<file path="config.mk">
export PLATFORM = sky130hd
export DESIGN_NAME = gray_ptr_sync_flat
export DESIGN_NICKNAME = d
export VERILOG_FILES = /design/src/rtl/gray_ptr_sync_if.sv /design/src/rtl/gray_ptr_sync.sv /design/src/flat_wrapper.sv
export SDC_FILE = /design/constraint.sdc
export NUM_CORES = 1
export LEC_CHECK = 0
export CELL_PAD_IN_SITES_DETAIL_PLACEMENT = 0
export CELL_PAD_IN_SITES_GLOBAL_PLACEMENT = 1
export CORE_MARGIN = 5
export CORE_UTILIZATION = 35
export CTS_CLUSTER_DIAMETER = 30
export DETAILED_ROUTE_END_ITERATION = 8
export PLACE_DENSITY_LB_ADDON = 0.1
export SYNTH_ARGS = -nofsm -noshare
export SYNTH_HDL_FRONTEND = slang
export SYNTH_SLANG_ARGS = --single-unit
</file>
<file path="constraint.sdc">
create_clock -name CLK -period 2.65 [get_ports CLK]
set_input_delay 0.6625 -clock CLK [delete_from_list [all_inputs] [get_ports CLK]]
set_output_delay 0.6625 -clock CLK [all_outputs]
set_load 0.005 [all_outputs]
</file>
<file path="src/rtl/gray_ptr_sync_if.sv">
// Pointer/status bundle between a Gray pointer source and its
// destination-domain synchroniser.
interface gray_ptr_sync_if #(
    parameter int PTR_WIDTH = 5
);
    logic [PTR_WIDTH-1:0] ptr_gray;
    logic                 err_clr;
    logic [PTR_WIDTH-1:0] sync_gray;
    logic [PTR_WIDTH-1:0] sync_bin;
    logic                 ptr_changed;
    logic                 gray_err;
    logic                 sync_valid;

    modport master (
        output ptr_gray,
        output err_clr,
        input  sync_gray,
        input  sync_bin,
        input  ptr_changed,
        input  gray_err,
        input  sync_valid
    );

    modport slave (
        input  ptr_gray,
        input  err_clr,
        output sync_gray,
        output sync_bin,
        output ptr_changed,
        output gray_err,
        output sync_valid
    );
endinterface

</file>
<file path="src/rtl/gray_ptr_sync.sv">
// Multi-flop Gray pointer synchroniser with binary output,
// change pulse, sticky protocol-error flag and warm-up valid.
module gray_ptr_sync #(
    parameter int PTR_WIDTH  = 5,
    parameter int NUM_STAGES = 2
) (
    input logic            CLK,
    input logic            RST,
    gray_ptr_sync_if.slave bus
);
    localparam int CW = $clog2(NUM_STAGES + 2);

    typedef logic [PTR_WIDTH-1:0] ptr_t;
    typedef enum logic {WARMUP, ACTIVE} state_e;

    ptr_t          stage_q [NUM_STAGES];
    ptr_t          stage_d [NUM_STAGES];
    ptr_t          sync_gray_q, sync_gray_d;
    ptr_t          sync_bin_q, sync_bin_d;
    logic          ptr_changed_q, ptr_changed_d;
    logic          gray_err_q, gray_err_d;
    state_e        state_q, state_d;
    logic [CW-1:0] cnt_q, cnt_d;

    ptr_t last;
    ptr_t diff;
    logic valid;
    logic multi;

    function automatic ptr_t gray2bin(input ptr_t g);
        ptr_t b;
        b[PTR_WIDTH-1] = g[PTR_WIDTH-1];
        for (int i = PTR_WIDTH - 2; i >= 0; i--) begin
            b[i] = b[i+1] ^ g[i];
        end
        return b;
    endfunction

    always_comb begin
        last  = stage_q[NUM_STAGES-1];
        valid = (state_q == ACTIVE);
        diff  = last ^ sync_gray_q;
        // clearing the lowest set bit leaves something iff >1 bit set
        multi = |(diff & (diff - ptr_t'(1)));

        stage_d[0] = bus.ptr_gray;
        for (int k = 1; k < NUM_STAGES; k++) begin
            stage_d[k] = stage_q[k-1];
        end

        sync_gray_d   = last;
        sync_bin_d    = gray2bin(last);
        ptr_changed_d = valid & (diff != '0);
        gray_err_d    = (valid & multi)
                      | (gray_err_q & ~bus.err_clr);

        state_d = state_q;
        cnt_d   = cnt_q;
        case (state_q)
            WARMUP: begin
                cnt_d = cnt_q + CW'(1);
                if (cnt_d == CW'(NUM_STAGES + 1)) begin
                    state_d = ACTIVE;
                end
            end
            ACTIVE: begin
                cnt_d = cnt_q;
            end
            default: begin
                state_d = WARMUP;
            end
        endcase
    end

    always_ff @(posedge CLK or negedge RST) begin
        if (!RST) begin
            stage_q       <= '{default: '0};
            sync_gray_q   <= '0;
            sync_bin_q    <= '0;
            ptr_changed_q <= 1'b0;
            gray_err_q    <= 1'b0;
            state_q       <= WARMUP;
            cnt_q         <= '0;
        end else begin
            stage_q       <= stage_d;
            sync_gray_q   <= sync_gray_d;
            sync_bin_q    <= sync_bin_d;
            ptr_changed_q <= ptr_changed_d;
            gray_err_q    <= gray_err_d;
            state_q       <= state_d;
            cnt_q         <= cnt_d;
        end
    end

    assign bus.sync_gray   = sync_gray_q;
    assign bus.sync_bin    = sync_bin_q;
    assign bus.ptr_changed = ptr_changed_q;
    assign bus.gray_err    = gray_err_q;
    assign bus.sync_valid  = (state_q == ACTIVE);
endmodule

</file>
<file path="src/flat_wrapper.sv">
// flat-port wrapper written by rule: the top's interface ports become plain ports
module gray_ptr_sync_flat 
#(
    parameter int PTR_WIDTH  = 5,
    parameter int NUM_STAGES = 2
)
  (CLK, RST, bus_ptr_gray, bus_err_clr, bus_sync_gray, bus_sync_bin, bus_ptr_changed, bus_gray_err, bus_sync_valid);
  gray_ptr_sync_if #(.PTR_WIDTH(PTR_WIDTH)) bus_i ();
  input logic CLK;
  input logic RST;
  input wire logic [$bits(bus_i.ptr_gray)-1:0] bus_ptr_gray;
  input wire logic [$bits(bus_i.err_clr)-1:0] bus_err_clr;
  output wire logic [$bits(bus_i.sync_gray)-1:0] bus_sync_gray;
  output wire logic [$bits(bus_i.sync_bin)-1:0] bus_sync_bin;
  output wire logic [$bits(bus_i.ptr_changed)-1:0] bus_ptr_changed;
  output wire logic [$bits(bus_i.gray_err)-1:0] bus_gray_err;
  output wire logic [$bits(bus_i.sync_valid)-1:0] bus_sync_valid;
  assign bus_i.ptr_gray = bus_ptr_gray;
  assign bus_i.err_clr = bus_err_clr;
  assign bus_sync_gray = bus_i.sync_gray;
  assign bus_sync_bin = bus_i.sync_bin;
  assign bus_ptr_changed = bus_i.ptr_changed;
  assign bus_gray_err = bus_i.gray_err;
  assign bus_sync_valid = bus_i.sync_valid;
  gray_ptr_sync #(.PTR_WIDTH(PTR_WIDTH), .NUM_STAGES(NUM_STAGES)) u_core (.CLK(CLK), .RST(RST), .bus(bus_i));
endmodule
</file>
# Word level (Yosys, flattened, before mapping)
# Cells that the tools add are included.
dict set report op_classes {
  n_reduce_logical 2
  bitwise_logic 11
  addsub 2
  n_eq_ne 1
  mux 3
}
# op n
set op_table {}
lappend op_table {{$and 5x5->5} 1}
lappend op_table {{$reduce_bool 5->1} 1}
lappend op_table {{$reduce_or 5->1} 1}
lappend op_table {{$sub 5x1->5 const B} 1}
lappend op_table {{$xor 5x5->5} 1}
lappend op_table {{$xor 1x1->1} 4}
lappend op_table {{$and 1x1->1} 3}
lappend op_table {{$add 2x1->2 const B} 1}
lappend op_table {{$eq 2x2->1 const B} 1}
lappend op_table {{$mux 1} 2}
lappend op_table {{$mux 2} 1}
lappend op_table {{$not 1->1} 1}
lappend op_table {{$or 1x1->1} 1}
dict set report word_totals {
  in_bits 8
  output_inout_bits 13
  reg_bits 25
}

# Longest topological paths before layout
dict set report logic_depth {
  ltp_word 6
  depth_mapped 4
}

# Least setup slack after synthesis
# No wires, ideal clock.
dict set report synth_timing {
  kind {register -> register}
  from {reg u_core.sync_gray_q[2] (netlist: u_core.bus.sync_gray[2])}
  to {reg u_core.gray_err_q (netlist: u_core.bus.gray_err)}
  t_arrival_ns 1.105
  stages_incl_launch_ff 5
  t_required_ns 2.528
  setup_ns 0.122
  period_less_slack_ns 1.227
  n_path_buf 0
  slack_ns 1.423
  cell_sequence {dfrtp_1 xnor2_1 maj3_1 nand3_1 a32o_1}
}
dict set report synth_between {
  elab_chain_len 6
}
# item line
set synth_rtl {}
lappend synth_rtl {{start: declaration} gray_ptr_sync.sv:18} ;# ptr_t sync_gray_q, sync_gray_d;
lappend synth_rtl {{start signal: assignment} gray_ptr_sync.sv:86} ;# sync_gray_q <= sync_gray_d;
lappend synth_rtl {{$xor 5x5->5 *} gray_ptr_sync.sv:42} ;# diff = last ^ sync_gray_q;
lappend synth_rtl {{$sub 5x1->5} gray_ptr_sync.sv:44} ;# multi = |(diff & (diff - ptr_t'(1)));
lappend synth_rtl {{$and 5x5->5 *} gray_ptr_sync.sv:44}
lappend synth_rtl {{$reduce_or 5->1 *} gray_ptr_sync.sv:44}
lappend synth_rtl {{$and 1x1->1 *} gray_ptr_sync.sv:54} ;# gray_err_d = (valid & multi)
lappend synth_rtl {{$or 1x1->1 *} gray_ptr_sync.sv:55} ;# | (gray_err_q & ~bus.err_clr);
lappend synth_rtl {{via u_core.gray_err_d} gray_ptr_sync.sv:21} ;# logic gray_err_q, gray_err_d;
lappend synth_rtl {{end signal: assignment} gray_ptr_sync.sv:89} ;# gray_err_q <= gray_err_d;
lappend synth_rtl {{end: declaration} gray_ptr_sync.sv:21}
# Mark *: on every way through the listed nets, which the timed path passes. The rest lies on a longest branch.
# A chain may end at the register's enable or synchronous reset.

# Worst setup path after layout
dict set report layout_timing {
  from {reg u_core.state_q (netlist: u_core.bus.sync_valid)}
  to {out bus_sync_valid}
}
# item line
set layout_rtl {}
lappend layout_rtl {{start: declaration} gray_ptr_sync.sv:22} ;# state_e state_q, state_d;
lappend layout_rtl {{start signal: assignment} gray_ptr_sync.sv:90} ;# state_q <= state_d;
lappend layout_rtl {{end: declaration} flat_wrapper.sv:17} ;# output wire logic [$bits(bus_i.sync_valid)-1:0] bus_sync_valid;
# No word-level cell between the ends.

==> impl_metrics.py <==
metrics = {
    "grt": {
        "grt_pass1_wl_um": 1960,
        "antenna_found_initial": 0,
        "grt_max_degree": 25,
        "grt_pass1_vias": 475,
        "grt_util_all_layers": 0.0794,
        "grt-ovfl-total": 0,
    },
    "routing": {
        "vias": 420,
        "wl_um": 1190,
        "drc": 0,
        "avgViaCountPerCell": 4.20,
        "postRouteAntennaNets": 0,
        "drtIter0Drc": 0,
        "wire_per_inst_um": 11.9,
        "dr.pass1.iters": 1,
    },
    "setup_path": {
        "reg2reg_slack_ns": 1.25,
        "rr_worst_depth": 4,
        "worstSetupEndpointType": "output port",
        "cp_cell_sequence": "clkdlybuf4s50_1",
        "cp_num_buf_inv": 1,
        "cp.arrival_ns": 1.30,
        "crit_fanout": 7,
        "cp.depth": 1,
        "critPathRequiredTime_ns": 1.99,
        "crit_path_start_kind": "flop",
        "critical-path-top-delay-family": "buffers and inverters",
        "slowest_stage": "clkdlybuf4s50_1",
        "critical_path.max_stage_delay_ns": 0.54,
        "worstSetupPathType": "flop to output port",
    },
    "final_layout": {
        "n_antenna_cell": 0,
        "multiInputGateArea_um2": 173,
        "drive_gt1_frac": 0.0972,
        "utilization": 0.485,
        "final_nets": 82,
        "fin_area_mm2": 0.00106,
        "seq_area_um2": 601,
        "syn_to_final_growth_pct": 34.3,
        "fill_cells": 205,
        "final_cells": 100,
    },
    "floorplanning": {
        "fp.dieW_um": 57.6,
        "boundaryPins": 21,
        "initial_core_util": 0.362,
        "core-area_mm2": 0.00219,
        "dieArea_mm2": 0.00331,
        "dieHeight_um": 57.6,
        "rows": 17,
    },
    "logic_synthesis": {
        "avgSynthCellArea_um2": 16.5,
        "syn_nets": 57,
        "syn_area_um2": 792,
        "yosysUniqueCellTypes": 16,
        "syn_inst": 48,
        "synth.yosys.seq_area_share": 0.758,
        "ys_seq_elements": 24,
        "yosys_warnings": 0,
    },
    "power_and_ir_drop": {
        "peakVddDrop_uv": 353,
        "powerDensity_mw_per_mm2": 633,
        "p_leak_nw": 0.452,
    },
    "sta": {
        "finalSetupTns_ns": 0,
        "clock_skew_ns": 0.00394,
        "fmax_ghz": 0.508,
        "whs_ns": 0.365,
        "tightest_slew_ns": 0.298,
        "fin_crit_sh": 0.742,
        "hold_viol": 0,
        "setup_viol": 0,
        "slew_headroom": 0.800,
        "maxSlewViolCount": 0,
        "rsz0062_at_grt": "false",
        "layout_min_cycle_time_ns": 1.97,
    },
    "flow_run": {
        "cap_violations": 0,
    },
    "clocking": {
        "root_buffer": "clkbuf_4",
        "post_cts_buffers": 0,
        "cts_hold_buf": 0,
        "numCtsBuffers": 3,
        "cts_tree": "built",
        "cts.sinks": 24,
        "clockBufferDepth": 2,
        "clk_latency_ns": 0.30,
        "cts.htree.levels": 1,
        "clk_pin_slew_worst_paths_ns": 0.12,
        "cts-resized-gates": 0,
    },
    "placement": {
        "gp_congestion": 0.769,
        "placed_cell_area_mm2": 0.00103,
        "dp_cells": 96,
        "place_hpwl_um": 872,
        "place.port_buffers": 20,
    },
    "status": {
        "status": "completed",
    },
    "min_path": {
        "min_path_type": "flop to flop",
        "holdPathStages": 0,
    },
}
[placed cells by master (no fill, tap or decap), types with 2 or more instances in the layout]
cell type / netlist / routed
dfrtp_1: 24 / 24
clkdlybuf4s50_1: 0 / 20
xnor2_1: 7 / 7
inv_1: 3 / 3
clkbuf_4: 0 / 3
xor2_1: 2 / 2
[area by class of cell]
type / instances / share of cell area
Multi-Input combinational cell: 20 / 0.162
Timing Repair Buffer: 21 / 0.195
Inverter: 3 / 0.0106
Clock buffer: 4 / 0.0341
Sequential cell: 24 / 0.565
Tap cell: 28 / 0.0329
[where the power goes]
group | switching (mW) | total [mW] | leakage, nW | internal [mW]
clock network | 0.100 | 0.184 | 0.0210 | 0.0838
registers | 0.0117 | 0.402 | 0.266 | 0.390
logic | 0.0319 | 0.0870 | 0.165 | 0.0551
total | 0.144 | 0.673 | 0.452 | 0.529
[sequential cells by signal (all words and copies together), names as in the netlist]
signal and flops:
u_core.bus.sync_gray 4, u_core.last 5, u_core.bus.sync_valid 1, u_core.bus.gray_err 1, u_core.cnt_q 2, u_core.bus.sync_bin 5
u_core.stage_d 5, u_core.bus.ptr_changed 1
[metrics by stage]
stage / total power, mW / worst slack [ns]
2_1_floorplan: 0.439 / 1.42
5_1_grt: 0.708 / 0.595
3_3_place_gp: 0.496 / 1.03
6_report: 0.673 / 0.683
3_5_place_dp: 0.498 / 1.02
4_1_cts: 0.690 / 0.639
[cell families after synthesis]
group	count (synthesis)	share of synthesized area
simple gates	4	0.0300
xor+xnor	10	0.120
buf+inv	4	0.0237
fa+ha+maj	2	0.0284
flops	24	0.758
compound gates	4	0.0395
[Yosys cell counts]
cell type / number / area share
xnor2_2: 1 / 0.021
xor2_1: 2 / 0.022
xnor2_1: 7 / 0.077
maj3_1: 1 / 0.013
o2111ai_1: 1 / 0.011
or2_2: 1 / 0.0079
and4_1: 1 / 0.011
inv_1: 3 / 0.014
nand3_1: 1 / 0.0063
a21boi_0: 1 / 0.0095
nand2_1: 1 / 0.0047
dfrtp_1: 24 / 0.76
o21ai_0: 1 / 0.0063
buf_4: 1 / 0.0095
ha_1: 1 / 0.016
a32o_1: 1 / 0.013
[path summary, 6_finish.rpt]
kind                                       start                 endpoint
setup / recovery           u_core.bus.sync_valid           bus_sync_valid
hold / removal                 u_core.stage_d[2]           u_core.last[2]
setup reg to reg                  u_core.last[2]      u_core.bus.gray_err
hold reg to reg                u_core.stage_d[2]           u_core.last[2]
max in group asynchronous                    RST  u_core.bus.sync_gray[1]
min in group asynchronous                    RST        u_core.stage_d[3]
[layer usage]
metal,GRT usage,vias to the layer above,wire length (µm)
met1,0.0840,201,486
met2,0.135,16,598
met5,0,-,0
met4,0.0497,0,0
li1,-,203,-
met3,0.0249,0,105
Power figures use the tool's default switching activity.
